--- config.mk ---
export PLATFORM = sky130hd
export DESIGN_NAME = prop_monitor_flat
export DESIGN_NICKNAME = d
export VERILOG_FILES = /design/src/rtl/prop_monitor_pkg.sv /design/src/rtl/prop_monitor_if.sv /design/src/rtl/prop_prio_enc.sv /design/src/rtl/prop_monitor.sv /design/src/flat_wrapper.sv
export SDC_FILE = /design/constraint.sdc
export NUM_CORES = 1
export LEC_CHECK = 0
export CORE_MARGIN = 1.5
export CORE_UTILIZATION = 50
export DETAILED_ROUTE_END_ITERATION = 10
export PLACE_DENSITY = 0.81
export SLEW_MARGIN = 40
export SYNTH_ARGS = -nofsm -noshare
export SYNTH_HDL_FRONTEND = slang
export SYNTH_SLANG_ARGS = --single-unit
--- constraint.sdc ---
create_clock -name clk -period 4.9 [get_ports clk]
set_input_delay 0.98 -clock clk [delete_from_list [all_inputs] [get_ports clk]]
set_output_delay 0.98 -clock clk [all_outputs]
set_load 0.02 [all_outputs]
--- src/rtl/prop_monitor_pkg.sv ---
// Shared types and constants for the bounded-window property monitor.
package prop_monitor_pkg;

    typedef enum logic [1:0] {
        ST_IDLE = 2'd0,
        ST_RUN  = 2'd1,
        ST_PASS = 2'd2,
        ST_FAIL = 2'd3
    } state_e;

    localparam int DEF_NUM_PROP = 4;
    localparam int DEF_CNT_W    = 8;
    localparam int DEF_BOUND    = 100;

    function automatic int clog2_min1(input int n);
        int r;
        r = 0;
        for (int i = 0; i < 32; i++) begin
            if ((1 << r) < n) r++;
        end
        return (r < 1) ? 1 : r;
    endfunction

endpackage

--- src/rtl/prop_monitor_if.sv ---
// Control and result bundle between the monitor and its driver.
interface prop_monitor_if
    import prop_monitor_pkg::*;
#(
    parameter int NUM_PROP = DEF_NUM_PROP,
    parameter int CNT_W    = DEF_CNT_W,
    parameter int ID_W     = clog2_min1(NUM_PROP)
);
    logic                start;
    logic [NUM_PROP-1:0] prop_in;
    logic [NUM_PROP-1:0] prop_en;
    logic                busy;
    logic                done;
    logic                fail;
    logic [NUM_PROP-1:0] hit_sticky;
    logic [ID_W-1:0]     first_id;
    logic [CNT_W-1:0]    first_cyc;
    logic [CNT_W-1:0]    cyc_cnt;

    modport master (
        output start, prop_in, prop_en,
        input  busy, done, fail,
        input  hit_sticky, first_id,
        input  first_cyc, cyc_cnt
    );

    modport slave (
        input  start, prop_in, prop_en,
        output busy, done, fail,
        output hit_sticky, first_id,
        output first_cyc, cyc_cnt
    );
endinterface

--- src/rtl/prop_prio_enc.sv ---
// Lowest-set-bit priority encoder with valid flag.
module prop_prio_enc #(
    parameter int N = 4,
    parameter int W = 2
) (
    input  logic [N-1:0] req_i,
    output logic [W-1:0] idx_o,
    output logic         valid_o
);
    always_comb begin
        idx_o = '0;
        for (int i = N - 1; i >= 0; i--) begin
            if (req_i[i]) idx_o = W'(i);
        end
    end

    assign valid_o = |req_i;
endmodule

--- src/rtl/prop_monitor.sv ---
// Bounded-window property observer: runs BOUND cycles after start,
// stops on the first masked hit and reports where it happened.
module prop_monitor
    import prop_monitor_pkg::*;
#(
    parameter int NUM_PROP = DEF_NUM_PROP,
    parameter int CNT_W    = DEF_CNT_W,
    parameter int BOUND    = DEF_BOUND,
    parameter int ID_W     = clog2_min1(NUM_PROP)
) (
    input logic           clk,
    input logic           reset,
    prop_monitor_if.slave bus
);
    localparam logic [CNT_W-1:0] LAST = CNT_W'(BOUND - 1);

    state_e              state_q;
    logic                busy_q, done_q, fail_q;
    logic [NUM_PROP-1:0] sticky_q;
    logic [ID_W-1:0]     id_q;
    logic [CNT_W-1:0]    fcyc_q, cnt_q;

    logic [NUM_PROP-1:0] hit_d;
    logic [ID_W-1:0]     id_d;
    logic                hv_d;

    assign hit_d = bus.prop_in & bus.prop_en;

    prop_prio_enc #(.N(NUM_PROP), .W(ID_W)) u_enc (
        .req_i   (hit_d),
        .idx_o   (id_d),
        .valid_o (hv_d)
    );

    always_ff @(posedge clk or negedge reset) begin
        if (!reset) begin
            state_q  <= ST_IDLE;
            busy_q   <= 1'b0;
            done_q   <= 1'b0;
            fail_q   <= 1'b0;
            sticky_q <= '0;
            id_q     <= '0;
            fcyc_q   <= '0;
            cnt_q    <= '0;
        end else begin
            unique case (state_q)
                ST_RUN: begin
                    // A hit wins over the end-of-window pass.
                    if (hv_d) begin
                        state_q  <= ST_FAIL;
                        busy_q   <= 1'b0;
                        done_q   <= 1'b1;
                        fail_q   <= 1'b1;
                        sticky_q <= sticky_q | hit_d;
                        id_q     <= id_d;
                        fcyc_q   <= cnt_q;
                    end else if (cnt_q == LAST) begin
                        state_q <= ST_PASS;
                        busy_q  <= 1'b0;
                        done_q  <= 1'b1;
                    end else begin
                        cnt_q <= cnt_q + CNT_W'(1);
                    end
                end
                ST_IDLE, ST_PASS, ST_FAIL: begin
                    if (bus.start) begin
                        state_q  <= ST_RUN;
                        busy_q   <= 1'b1;
                        done_q   <= 1'b0;
                        fail_q   <= 1'b0;
                        sticky_q <= '0;
                        id_q     <= '0;
                        fcyc_q   <= '0;
                        cnt_q    <= '0;
                    end
                end
                default: state_q <= ST_IDLE;
            endcase
        end
    end

    assign bus.busy       = busy_q;
    assign bus.done       = done_q;
    assign bus.fail       = fail_q;
    assign bus.hit_sticky = sticky_q;
    assign bus.first_id   = id_q;
    assign bus.first_cyc  = fcyc_q;
    assign bus.cyc_cnt    = cnt_q;
endmodule
--- src/flat_wrapper.sv ---
// flat-port wrapper written by rule: the top's interface ports become plain ports
module prop_monitor_flat import prop_monitor_pkg::*;
#(
    parameter int NUM_PROP = DEF_NUM_PROP,
    parameter int CNT_W    = DEF_CNT_W,
    parameter int BOUND    = DEF_BOUND,
    parameter int ID_W     = clog2_min1(NUM_PROP)
)
  (clk, reset, bus_start, bus_prop_in, bus_prop_en, bus_busy, bus_done, bus_fail, bus_hit_sticky, bus_first_id, bus_first_cyc, bus_cyc_cnt);
  prop_monitor_if #(.NUM_PROP(NUM_PROP), .CNT_W(CNT_W), .ID_W(ID_W)) bus_i ();
  input logic clk;
  input logic reset;
  input wire logic [$bits(bus_i.start)-1:0] bus_start;
  input wire logic [$bits(bus_i.prop_in)-1:0] bus_prop_in;
  input wire logic [$bits(bus_i.prop_en)-1:0] bus_prop_en;
  output wire logic [$bits(bus_i.busy)-1:0] bus_busy;
  output wire logic [$bits(bus_i.done)-1:0] bus_done;
  output wire logic [$bits(bus_i.fail)-1:0] bus_fail;
  output wire logic [$bits(bus_i.hit_sticky)-1:0] bus_hit_sticky;
  output wire logic [$bits(bus_i.first_id)-1:0] bus_first_id;
  output wire logic [$bits(bus_i.first_cyc)-1:0] bus_first_cyc;
  output wire logic [$bits(bus_i.cyc_cnt)-1:0] bus_cyc_cnt;
  assign bus_i.start = bus_start;
  assign bus_i.prop_in = bus_prop_in;
  assign bus_i.prop_en = bus_prop_en;
  assign bus_busy = bus_i.busy;
  assign bus_done = bus_i.done;
  assign bus_fail = bus_i.fail;
  assign bus_hit_sticky = bus_i.hit_sticky;
  assign bus_first_id = bus_i.first_id;
  assign bus_first_cyc = bus_i.first_cyc;
  assign bus_cyc_cnt = bus_i.cyc_cnt;
  prop_monitor #(.NUM_PROP(NUM_PROP), .CNT_W(CNT_W), .BOUND(BOUND), .ID_W(ID_W)) u_core (.clk(clk), .reset(reset), .bus(bus_i));
endmodule
# Yosys cells after proc, flatten, opt, wreduce, memory -nomap -nowiden
# Index checks and enable logic that the tools add are counted.
[word_totals]
wordCells = 56
latchBits = 0
ff_bits = 27
mem_bits_rw = 0
input_bits = 11
rom_bits = 0
n_memories = 0
[classes]
addsub = 1
shifts = 0
n_mux = 30
mul = 0
reduce_logical = 6
eq_ne = 9
bitwise = 2
magnitude_cmp = 0
div = 0
[op_table]
columns = ["operator", "n"]
rows = [
  ["$mux W8", 4],
  ["$pmux W8 S2", 2],
  ["$mux W2", 9],
  ["$add A8 B1 Y8 const B", 1],
  ["$eq A8 B7 Y1 const B", 1],
  ["$mux W4", 2],
  ["$pmux W2 S2", 2],
  ["$pmux W4 S2", 1],
  ["$mux W1", 7],
  ["$ne A2 B2 Y1 const B", 3],
  ["$pmux W1 S2", 3],
  ["$and A4 B4 Y4", 1],
  ["$eq A2 B2 Y1 const B", 2],
  ["$or A4 B4 Y4", 1],
  ["$reduce_and A2 Y1", 2],
  ["$reduce_or A4 Y1", 1],
  ["$ne A3 B1 Y1 const B", 1],
  ["$reduce_and A3 Y1", 1],
  ["$reduce_or A3 Y1", 1],
  ["$eq A2 B1 Y1 const B", 1],
  ["$logic_not A2 Y1", 1],
  ["$ne A2 B1 Y1 const B", 1],
]

# Depth between registers and ports, before layout
[logic_depth]
depth_word = 7
ltp_mapped = 6

# Modules after synthesis
# From an unflattened synthesis, not the netlist that was laid out.
[unflattened]
hier_cells = 114
area_unflattened_um2 = 1187.4
[modules_own_cells]
columns = ["module", "area_per_inst_um2", "n_inst", "cells_each"]
rows = [
  ["prop_monitor", 1152.4, 1, 107],
  ["prop_prio_enc", 35.0, 1, 7],
]

# Least setup slack after synthesis
# OpenSTA, ideal clock, no wires.
[synth_path]
path_kind = "input port to flip-flop"
start = "input port bus_prop_in[3]"
end = "register u_core.cnt_q[4] (netlist: u_core.bus.cyc_cnt[4])"
t_required_ns = 4.774
stages = 5
arrival_ns = 2.018
setup_ns = 0.126
path_buffers = 1
slack_ns = 2.756
cell_sequence = "a22oi_1 -> and3_1 -> buf_2 -> a21boi_4 -> a221o_1"
[synth_via]
elab_chain_cells = 4
[synth_rtl]
columns = ["item", "line", "text"]
rows = [
  ["from (decl)", "flat_wrapper.sv:14", "input wire logic [$bits(bus_i.prop_in)-1:0] bus_prop_in;"],
  ["$and A4 B4 Y4", "prop_monitor.sv:27", "assign hit_d = bus.prop_in & bus.prop_en;"],
  ["$reduce_or A4 Y1", "prop_prio_enc.sv:17", "assign valid_o = |req_i;"],
  ["$ne A2 B2 Y1 (no source line)", "-", ""],
  ["$reduce_and A3 Y1 (no source line)", "-", ""],
  ["to (signal assigned)", "prop_monitor.sv:62", "cnt_q <= cnt_q + CNT_W'(1);"],
  ["to (decl)", "prop_monitor.sv:21", "logic [CNT_W-1:0] fcyc_q, cnt_q;"],
]
# Every way passes these cells.
# A chain may end at the register's enable or synchronous reset.

# Final worst setup path
# Ends and elaborated chain as after synthesis.

==> impl_results.md <==
* Status: finished, final reports clean
* Ys async rst share at 1.00
* Leak pwr at between 0.7 and 0.8 nW
* Shortest period the worst path allows at between 2 and 3 ns
* Power Dens Cells at approximately 450 nW/um^2
* Die Width at 52.6 um
* WL final at about 2.9 mm
* Critical path's slowest cell: and3_1
* Slowest Stage Delay on Critical Path at between 0.4 and 0.5 ns
* Worst path buffer plus inverter count at 1
* DR WL/cell at 16.0 um
* Vias in the first global route at between 1,000 and 1,500
* Final Max Tran Viols at 0
* Die Area at ~2800 sq um
* Fmax at slightly below 400 MHz
* Initial Utilization at 0.542
* Final setup vio count at 0
* Worst vdd ir at between 300 and 400 uV
* Worst-margin pin slew at between 0.6 and 0.7 ns
* DR iter-0 viols at 23
* Detail Route Antenna Nets at 0
* Largest net degree at the start of global routing at 27
* Cells after Synth at 116
* Worst path top cell family by delay: compound AO/OA/AOI/OAI gates
* Final Wtd Congestion at 0.864
* First-pass GRT wire length at roughly 5.0 mm
* Post-Syn Area at about 1200 sq um
* Max-cap viol count at 0
* FF-to-FF setup slack at around 3.2 ns
* Max-slew headroom at 0.530
* # hold bufs at CTS at 0
* Final hold viol count at 0
* Ant diodes at 0
* RSZ-0062 raised after global routing: false
* Min-delay worst type: flop to flop
* Yosys warning count at 0
* Initial antenna violation count at 0
* Area Overhead vs Synth at 33.2%
* Required @ worst endpoint at around 5.1 ns
* Hold_sp: u_core.bus.first_cyc[6]$_DFFE_PN0P_
* Worst-skew pair later-pin latency at about 0.32 ns
* CP Cell Sequence: clkdlybuf4s50_1, a22oi_1, and3_1, a21boi_4, a221o_1
* DP HPWL at approximately 2.1 mm
* Crit Path Category: input pin to flop
* CP max FO at 8
* Placed Instances at about 180
* Period utilisation layout at 0.519
* Layout cells sized above 1 at 0.0927
* PostCTS Resize Cnt at 0
* Setup bufs post-CTS at 0
* Most used DFF post-synth: dfrtp_1
* Area of the core at between 2000 and 2500 sq um
* Vias per cell at 5.98
* Post-synth EDFFs at 0
* Die Span Y at ~53 um
* FF-to-FF End: u_core.state_q[0]$_DFFE_PN0P_
* Commonest non-fill, non-tap cell in the layout: clkdlybuf4s50_1
* CTS tree: done
* FF-to-FF Start: u_core.bus.cyc_cnt[4]$_DFFE_PN0P_
* Global route overflow at 0
* # rows at 17
* Worst EP arrival at 2.77 ns
* H-tree depth at 1
* Top-level I/O count at 36
* TNS Setup at 0 ns
* Final non-filler cell total at ~180
* IO buf count at 35
* Fillers at around 180
* Startpoint types: input pin
* Total number of vias at between 1,000 and 1,500
* Worst hold path endpoint: u_core.bus.first_cyc[6]$_DFFE_PN0P_
* Clock-pin slew on the worst setup and hold paths at 0.14 ns
* Sinks on Clock Net at 26
* Commonest non-fill, non-tap cells in the layout: clkdlybuf4s50_1 (34), dfrtp_1 (26), a22o_1 (9), nand2_1 (9), a21oi_1 (8)
* Tot Pwr at around 0.73 mW
* Tot GR Track Use at 0.244
* Nets at roughly 160
* Hold depth at 1
* R2R depth at 4
* Initial DRT Pass Iterations at 4
* CTS Buf Count at 3
* Worst clock skew at around 0.0048 ns
* Syn Area/Cell at approximately 11 sq um
* Syn_nets at about 130
* Seq/Total Area, Yosys at 0.528
* Clk Tree Root Cell: clkbuf_4
* #FFs+latches synth at 26
* Max clock buf depth at 2
* Critical Path Sink Type: flop
* Distinct cell type count after synthesis at 40
* DRC viols at 0
worst reg2reg max path, delay by kind of cell (launching register included):
family | cells | cell delay [ns]
and+or+nand+nor | 3 | 0.91
AOI/OAI and AO/OA | 1 | 0.20
DFF | 1 | 0.49
cells in the mapped netlist (2+ instances only):
master | number | area share
and2_1 | 3 | 0.015
and3_1 | 2 | 0.010
nand2_1 | 9 | 0.027
a221o_1 | 2 | 0.016
o21ai_0 | 5 | 0.020
clkbuf_1 | 2 | 0.0061
nand3_1 | 3 | 0.012
nor2_1 | 5 | 0.015
a31oi_1 | 2 | 0.010
nor4_1 | 2 | 0.010
nand2b_1 | 2 | 0.010
a22oi_1 | 2 | 0.012
a21oi_1 | 8 | 0.032
o22ai_1 | 4 | 0.020
dfrtp_1 | 26 | 0.53
nor2b_1 | 2 | 0.010
a22o_1 | 9 | 0.064
or2_2 | 2 | 0.010
inv_1 | 5 | 0.015
through the flow:
step	util	setup slack, ns	hold slack (ns)	cell area (sq um)
6_report	0.721	2.35	0.519	1640
5_1_grt	0.721	2.26	0.540	1640
4_1_cts	0.721	2.40	0.525	1640
3_5_place_dp	0.698	2.06	0.481	1590
3_3_place_gp	0.700	2.14	0.480	1590
2_1_floorplan	-	2.76	0.488	1230
power by group:
part	switching, mW	total (mW)	internal (mW)	leakage, nW
clock network	0.0617	0.145	0.0828	0.0279
registers	0.0413	0.301	0.260	0.339
logic	0.152	0.285	0.134	0.360
total	0.255	0.731	0.477	0.727
registers in the layout (all words and copies together), names as in the netlist:
| name | flops |
|---|---|
| u_core.bus.busy | 1 |
| u_core.bus.cyc_cnt | 8 |
| u_core.bus.fail | 1 |
| u_core.bus.first_cyc | 8 |
| u_core.bus.first_id | 2 |
| u_core.bus.hit_sticky | 4 |
| u_core.state_q | 2 |
how the worst max path moves through the flow:
stage | start | endpoint | cells after the start
finish | bus_prop_in[3] | u_core.bus.cyc_cnt[4]$_DFFE_PN0P_ | 5
floorplan | bus_prop_in[3] | u_core.bus.cyc_cnt[4]$_DFFE_PN0P_ | 5
global placement | bus_prop_in[3] | u_core.bus.cyc_cnt[4]$_DFFE_PN0P_ | 5
CTS | bus_prop_in[3] | u_core.bus.first_cyc[3]$_DFFE_PN0P_ | 5
global route | bus_prop_in[3] | u_core.bus.first_cyc[3]$_DFFE_PN0P_ | 5
detailed placement | bus_prop_in[3] | u_core.bus.cyc_cnt[4]$_DFFE_PN0P_ | 5
routing by layer:
layer  up-vias  wire, um  GRT usage
met5         -         0          0
met4         0        38     0.0983
met3         5       139     0.0286
met2        35      1340      0.383
met1       525      1340      0.342
li1        506         -          -
cells by family after synthesis:
group | count (synthesis) | synth area share
buf+inv | 9 | 0.0345
flops | 26 | 0.528
mux | 2 | 0.0173
compound gates | 42 | 0.250
simple gates | 36 | 0.160
fa+ha+maj | 1 | 0.0102
final cells by class:
type                       count  area [sq um]  area share
timing repair buffer          35           345       0.210
multi-input combinational     81           539       0.329
tap                           28          35.0      0.0213
inverter                       5          18.8      0.0114
clock buffer                   3          22.5      0.0137
sequential                    26           651       0.396
clock inverter                 1          30.0      0.0183
(Power assumes the default switching activity.)
